==> config.mk <==
export PLATFORM = sky130hd
export DESIGN_NAME = slot_irq_ctrl
export DESIGN_NICKNAME = d
export VERILOG_FILES = /design/src/rtl/slot_irq_pkg.sv /design/src/rtl/rr_arbiter.sv /design/src/rtl/slot_irq_ctrl.sv
export SDC_FILE = /design/constraint.sdc
export NUM_CORES = 1
export LEC_CHECK = 0
export ABC_AREA = 1
export CORE_MARGIN = 10
export CORE_UTILIZATION = 55
export DETAILED_ROUTE_END_ITERATION = 6
export GPL_ROUTABILITY_DRIVEN = 0
export PLACE_DENSITY = 0.77
export SLEW_MARGIN = 10
export SYNTH_ARGS = -nofsm -noshare
export SYNTH_HDL_FRONTEND = slang
export SYNTH_SLANG_ARGS = --single-unit
==> constraint.sdc <==
create_clock -name sys_clk -period 14 [get_ports sys_clk]
set_input_delay 2.1 -clock sys_clk [delete_from_list [all_inputs] [get_ports sys_clk]]
set_output_delay 2.1 -clock sys_clk [all_outputs]
set_load 0.01 [all_outputs]
==> src/rtl/slot_irq_pkg.sv <==
// Shared constants, FSM state type and vector formatting for the slot interrupt controller.
package slot_irq_pkg;

  localparam int N_SLOTS_DEF = 8;
  localparam int DATA_W_DEF  = 16;
  localparam int IDX_W       = 3;

  localparam logic [7:0] MASK_BASE   = 8'h20;
  localparam logic [7:0] PEND_BASE   = 8'h28;
  localparam logic [7:0] VECTOR_ADDR = 8'h30;

  typedef enum logic [1:0] {
    ST_IDLE,
    ST_ARB,
    ST_ASSERT,
    ST_ACK
  } state_e;

  function automatic logic [15:0] vector_word(input logic valid, input logic [IDX_W-1:0] idx);
    return {valid, 11'b0, 1'b0, idx};
  endfunction

endpackage

==> src/rtl/rr_arbiter.sv <==
// Combinational round-robin pick: first requesting slot at or after ptr+1, wrapping.
module rr_arbiter
  import slot_irq_pkg::*;
#(
  parameter int N_SLOTS = N_SLOTS_DEF
) (
  input  logic [N_SLOTS-1:0] req,
  input  logic [IDX_W-1:0]   ptr,
  output logic [IDX_W-1:0]   gnt_idx,
  output logic               gnt_valid
);

  localparam int unsigned N_U = N_SLOTS;

  int unsigned ptr_u;

  always_comb begin
    gnt_idx   = '0;
    gnt_valid = 1'b0;
    ptr_u     = 32'(ptr);
    // Offset i = 1 visits ptr+1 first; i = N_U wraps back to ptr itself last.
    for (int unsigned i = 1; i <= N_U; i++) begin
      for (int unsigned k = 0; k < N_U; k++) begin
        if (!gnt_valid && req[k] && (k == (ptr_u + i) % N_U)) begin
          gnt_valid = 1'b1;
          gnt_idx   = IDX_W'(k);
        end
      end
    end
  end

endmodule

==> src/rtl/slot_irq_ctrl.sv <==
// Slot change interrupt controller: per-slot any-edge detect, mask/pending registers,
// round-robin vectoring FSM and a registered read port for the SPI register slave.
module slot_irq_ctrl
  import slot_irq_pkg::*;
#(
  parameter int N_SLOTS = N_SLOTS_DEF,
  parameter int DATA_W  = DATA_W_DEF,
  parameter int ADDR_W  = 8
) (
  input  logic                      sys_clk,
  input  logic                      sys_rst_n,
  input  logic [N_SLOTS*DATA_W-1:0] slot_in,
  input  logic                      bus_we,
  input  logic                      bus_re,
  input  logic [ADDR_W-1:0]         bus_addr,
  input  logic [DATA_W-1:0]         bus_wdata,
  output logic [DATA_W-1:0]         bus_rdata,
  output logic                      bus_rvalid,
  output logic                      irq
);

  localparam int unsigned N_U = N_SLOTS;

  logic [N_SLOTS*DATA_W-1:0] slot_prev_q, slot_prev_d;
  logic [N_SLOTS*DATA_W-1:0] chg;
  logic                      primed_q, primed_d;
  logic [DATA_W-1:0]         mask_q [N_SLOTS];
  logic [DATA_W-1:0]         mask_d [N_SLOTS];
  logic [DATA_W-1:0]         pend_q [N_SLOTS];
  logic [DATA_W-1:0]         pend_d [N_SLOTS];
  logic [N_SLOTS-1:0]        mask_hit, pend_hit, active;
  logic                      vec_hit, vec_read, vec_valid;

  state_e                    state_q, state_d;
  logic [IDX_W-1:0]          ptr_q, ptr_d;
  logic [IDX_W-1:0]          vec_idx_q, vec_idx_d;
  logic [IDX_W-1:0]          gnt_idx;
  logic                      gnt_valid;
  logic                      granted_active;

  logic [DATA_W-1:0]         rd_word;
  logic [DATA_W-1:0]         rdata_q, rdata_d;
  logic                      rvalid_q, rvalid_d;

  always_comb begin : addr_decode
    mask_hit = '0;
    pend_hit = '0;
    for (int unsigned k = 0; k < N_U; k++) begin
      mask_hit[k] = (bus_addr == ADDR_W'(32'(MASK_BASE) + k));
      pend_hit[k] = (bus_addr == ADDR_W'(32'(PEND_BASE) + k));
    end
    vec_hit  = (bus_addr == ADDR_W'(VECTOR_ADDR));
    vec_read = bus_re && vec_hit;
  end

  // The edge register holds 0 out of reset, so the first compare after release is suppressed.
  assign chg = (slot_in ^ slot_prev_q) & {(N_SLOTS*DATA_W){primed_q}};

  always_comb begin : reg_next
    slot_prev_d = slot_in;
    primed_d    = 1'b1;
    for (int unsigned k = 0; k < N_U; k++) begin
      mask_d[k] = mask_q[k];
      if (bus_we && mask_hit[k]) begin
        mask_d[k] = bus_wdata;
      end
      pend_d[k] = pend_q[k];
      if (bus_we && pend_hit[k]) begin
        pend_d[k] = pend_q[k] & ~bus_wdata;
      end
      // OR-ing the new edges in after the clear lets a same-cycle set win.
      pend_d[k] = pend_d[k] | (chg[k*DATA_W +: DATA_W] & mask_q[k]);
    end
  end

  always_comb begin : slot_active
    active = '0;
    for (int unsigned k = 0; k < N_U; k++) begin
      active[k] = |(pend_q[k] & mask_q[k]);
    end
  end

  rr_arbiter #(
    .N_SLOTS (N_SLOTS)
  ) u_arb (
    .req       (active),
    .ptr       (ptr_q),
    .gnt_idx   (gnt_idx),
    .gnt_valid (gnt_valid)
  );

  always_comb begin : granted_lookup
    granted_active = 1'b0;
    for (int unsigned k = 0; k < N_U; k++) begin
      if (vec_idx_q == IDX_W'(k)) begin
        granted_active = active[k];
      end
    end
  end

  always_ff @(posedge sys_clk or negedge sys_rst_n) begin : fsm_state
    if (!sys_rst_n) begin
      state_q <= ST_IDLE;
    end else begin
      state_q <= state_d;
    end
  end

  always_comb begin : fsm_next
    state_d   = state_q;
    ptr_d     = ptr_q;
    vec_idx_d = vec_idx_q;
    unique case (state_q)
      ST_IDLE: begin
        if (|active) state_d = ST_ARB;
      end
      ST_ARB: begin
        if (gnt_valid) begin
          vec_idx_d = gnt_idx;
          state_d   = ST_ASSERT;
        end else begin
          state_d = ST_IDLE;
        end
      end
      ST_ASSERT: begin
        if (vec_read) begin
          state_d = ST_ACK;
        end else if (!granted_active) begin
          state_d = ST_IDLE;
        end
      end
      ST_ACK: begin
        if (!granted_active) begin
          ptr_d   = vec_idx_q;
          state_d = ST_IDLE;
        end
      end
      default: state_d = ST_IDLE;
    endcase
  end

  always_comb begin : fsm_out
    irq       = (state_q == ST_ASSERT) || (state_q == ST_ACK);
    vec_valid = irq;
  end

  always_comb begin : read_mux
    rd_word = '0;
    for (int unsigned k = 0; k < N_U; k++) begin
      if (mask_hit[k]) rd_word = mask_q[k];
      if (pend_hit[k]) rd_word = pend_q[k];
    end
    if (vec_hit) begin
      rd_word = vec_valid ? DATA_W'(vector_word(1'b1, vec_idx_q)) : '0;
    end
    rdata_d  = bus_re ? rd_word : rdata_q;
    rvalid_d = bus_re;
  end

  always_ff @(posedge sys_clk or negedge sys_rst_n) begin : regs
    if (!sys_rst_n) begin
      slot_prev_q <= '0;
      primed_q    <= 1'b0;
      for (int unsigned k = 0; k < N_U; k++) begin
        mask_q[k] <= '0;
        pend_q[k] <= '0;
      end
      ptr_q     <= IDX_W'(N_SLOTS - 1);
      vec_idx_q <= '0;
      rdata_q   <= '0;
      rvalid_q  <= 1'b0;
    end else begin
      slot_prev_q <= slot_prev_d;
      primed_q    <= primed_d;
      for (int unsigned k = 0; k < N_U; k++) begin
        mask_q[k] <= mask_d[k];
        pend_q[k] <= pend_d[k];
      end
      ptr_q     <= ptr_d;
      vec_idx_q <= vec_idx_d;
      rdata_q   <= rdata_d;
      rvalid_q  <= rvalid_d;
    end
  end

  assign bus_rdata  = rdata_q;
  assign bus_rvalid = rvalid_q;

endmodule

==> results.sh <==
export IMPL_status="finished, final reports clean"
export IMPL_clk_path_buf_depth=3
export IMPL_multi_input_area_um2=8157
export IMPL_grt_overflow_total=0
export IMPL_slew_limit_headroom_pct=18.85
export IMPL_async_flop_share_pct=100.0
export IMPL_layout_setup_ws_ns=7.715
export IMPL_use_met3_pct=4.650
export IMPL_portBuffers=173
export IMPL_ir_worst_vdd_v=0.0001128
export IMPL_n_fill_cell=2875
export IMPL_synth_edff_count=0
export IMPL_grtUsageMet1_pct=35.97
export IMPL_grt_pass1_wl_um=93010
export IMPL_synthFlopType="dfrtp_1"
export IMPL_period_needed_ns=6.285
export IMPL_clock_latency_ns=0.54
export IMPL_synth_cells=2354
export IMPL_h_tree_depth=2
export IMPL_synth_nets=2512
export IMPL_fin_skew_ns=0.009248
export IMPL_cts_root_buf="clkbuf_16"
export IMPL_vias=17950
export IMPL_regArea_um2=10270
export IMPL_clock_sinks=410
export IMPL_dp_hpwl_um=41090
export IMPL_rr_worst_depth=38
export IMPL_crit_path_cell_trace="clkdlybuf4s50_1 > nor2_1 > nand2_1 > nor2_1 > clkinv_1 > nor3_1 > inv_1 > nor2_1 > a31oi_1 > a221oi_1 > nand3_1 > a221oi_1 > nand2_1 > a221oi_1 > nand3_1 > o21ai_0 > o21ai_0"
export IMPL_antenna_found_initial=1
export IMPL_fin_tns_setup_ns=0
export IMPL_hold_class="reg -> reg"
export IMPL_dieArea_um2=42800
export IMPL_timing_rr_end="vec_idx_q[2]$_DFFE_PN0P_"
export IMPL_nets=2656
export IMPL_cts_tree="yes"
export IMPL_routed_wl_um=57870
export IMPL_synth_top_cells_by_area="dfrtp_1, nand2_1, o21ai_0"
export IMPL_slew_viol_final=0
export IMPL_cts_buffers=43
export IMPL_worstPathMaxFanout=11
export IMPL_whs_path_depth=2
export IMPL_ys_seq_area_share_pct=53.43
export IMPL_power_density_nw_per_um2=154.8
export IMPL_viasPerCell=6.011
export IMPL_cts_resized=0
export IMPL_rsz0062_at_grt="no"
export IMPL_final_cell_mix="nand2_1, o21ai_0, dfrtp_1"
export IMPL_start_kind="primary input"
export IMPL_tightest_slew_ns=1.213
export IMPL_syn2layout_area_growth_pct=18.25
export IMPL_die_height_um=206.9
export IMPL_die_width_um=206.9
export IMPL_synth_cell_area_um2=19210
export IMPL_slowest_stage="nor2_1"
export IMPL_dr_first_iter_drc_count=1996
export IMPL_initial_core_util_pct=55.61
export IMPL_ant_nets=0
export IMPL_met2_usage_pct=43.54
export IMPL_path_class="in -> reg"
export IMPL_grt_max_degree=124
export IMPL_power_mw=3.515
export IMPL_crit_required_ns=14.38
export IMPL_finalHoldViolations=0
export IMPL_clock_fmax_mhz=159.1
export IMPL_wl_per_cell_um=19.38
export IMPL_critical_path_startpoint="bus_addr[7]"
export IMPL_postCtsSetupBuffers=0
export IMPL_firstDrtPassIters=6
export IMPL_worstPathArrival_ns=6.66
export IMPL_r2r_start="pend_q[123]$_DFF_PN0_"
export IMPL_grt_pass1_vias=17590
export IMPL_synth_avg_cell_area_um2=8.160
export IMPL_fin_crit_sh_pct=44.89
export IMPL_grt_use_total_pct=27.14
export IMPL_min_to="bus_rdata[2]$_DFFE_PN0P_"
export IMPL_setup_violations=0
export IMPL_yosysWarnings=0
export IMPL_path_buf_inv=3
export IMPL_drive_gt1_share_pct=5.101
export IMPL_synth_area_leader_cell="dfrtp_1"
export IMPL_critPathMaxStageDelay_ns=0.86
export IMPL_worst_r2r_setup_slack_ns=7.96
export IMPL_clkTransAtPathRegs_ns=0.06
export IMPL_synth_top_cell_area_share_pct=53.02
export IMPL_route_detailed_drc=0
export IMPL_hp_start="bus_rdata[2]$_DFFE_PN0P_"
export IMPL_hold_buffers=0
export IMPL_cp_top_family="simple AND/OR/NAND/NOR gates"
export IMPL_ys_types=46
export IMPL_p_leak_nw=9.940
export IMPL_maxCapViolCount=0
export IMPL_busiest_layer="met2"
export IMPL_core_um2=34540
export IMPL_final_common_cell="nand2_1"
export IMPL_synth_seq_cells=410
export IMPL_pre_cts_ws_ns=7.293
export IMPL_num_io_pins=174
export IMPL_rows=68
export IMPL_critPathCaptureType="flip-flop"
[worst max-delay path by stage]
stage / to / slack [ns] / cells after the start
CTS: bus_rdata[7]$_DFFE_PN0P_ / 7.84 / 16
detailed placement: bus_rdata[7]$_DFFE_PN0P_ / 7.29 / 16
global route: bus_rdata[10]$_DFFE_PN0P_ / 7.26 / 17
finish: bus_rdata[10]$_DFFE_PN0P_ / 7.71 / 17
floorplan: vec_idx_q[0]$_DFFE_PN0P_ / 8.98 / 41
global placement: bus_rdata[7]$_DFFE_PN0P_ / 7.45 / 16
[state kept, by name, indices dropped and copies added (netlist names)]
register     cells
vec_idx_q        3
bus_rdata       16
bus_rvalid       1
pend_q         128
state_q          2
slot_prev_q    128
mask_q         128
ptr_q            3
primed_q         1
[synthesized netlist by cell type (3+ instances only)]
library cell    n
nand2_1       639
o21ai_0       435
dfrtp_1       407
nor2_1        281
nand3_1       178
inv_1         111
clkbuf_1       81
a221oi_1       37
nand4_1        32
nor3_1         22
a21oi_1        21
a32o_1          9
nand4_2         9
nor2_2          9
nor2_4          9
nor4_1          8
nand4_4         6
a22o_1          5
clkinv_1        5
a31oi_1         4
nand2_2         4
o2111ai_1       4
buf_1           3
dfstp_2         3
[final cells by class]
cell class / count / area share [%]
well taps: 455 / 2.506
clock inverters: 13 / 0.6390
multi-input cells: 1740 / 35.91
diodes: 2 / 0.02203
inverters: 116 / 1.917
repair buffers: 187 / 8.108
flip-flops and latches: 410 / 45.20
clock buffers: 63 / 5.696
[metal layers]
metal	share of wire [%]	up-vias	wire length [µm]
met5	0	-	0
met4	3.7	0	2153
met2	47	863	27380
li1	-	8238	-
met1	41	8684	23760
met3	7.9	163	4578
[cell families (layout without fill, tap and decap cells)]
group           count (synthesis)  after routing  share of synthesized area, %
buf+inv                       204            379                         4.117
other cells                     1              3                       0.01952
flops                         410            410                         53.43
compound gates                534            534                         15.36
simple gates                 1203           1203                         26.94
fa+ha+maj                       2              2                        0.1303
[worst reg2reg max path, delay by kind of cell (launching register included)]
family	cells	cell delay, ns
AND/OR/NAND/NOR	37	5.38
flip-flops	1	0.42
buffers and inverters	1	0.12
[through the flow]
step,std cells,area [µm²],hold slack [ns],utilization (%)
2_1_floorplan,2354,19210,0.4839,-
3_3_place_gp,2908,21270,0.4738,61.57
3_5_place_dp,2908,21270,0.4778,61.57
4_1_cts,2984,22710,0.4957,65.73
5_1_grt,2984,22710,0.5314,65.74
6_report,2986,22710,0.4963,65.76
[power by group]
| part | internal, mW | leakage, nW | switching [mW] |
|---|---|---|---|
| clock network | 0.694 | 0.710 | 0.464 |
| logic | 0.309 | 4.00 | 0.550 |
| registers | 1.35 | 5.23 | 0.148 |
No activity file was read; power rests on OpenSTA's default activity.
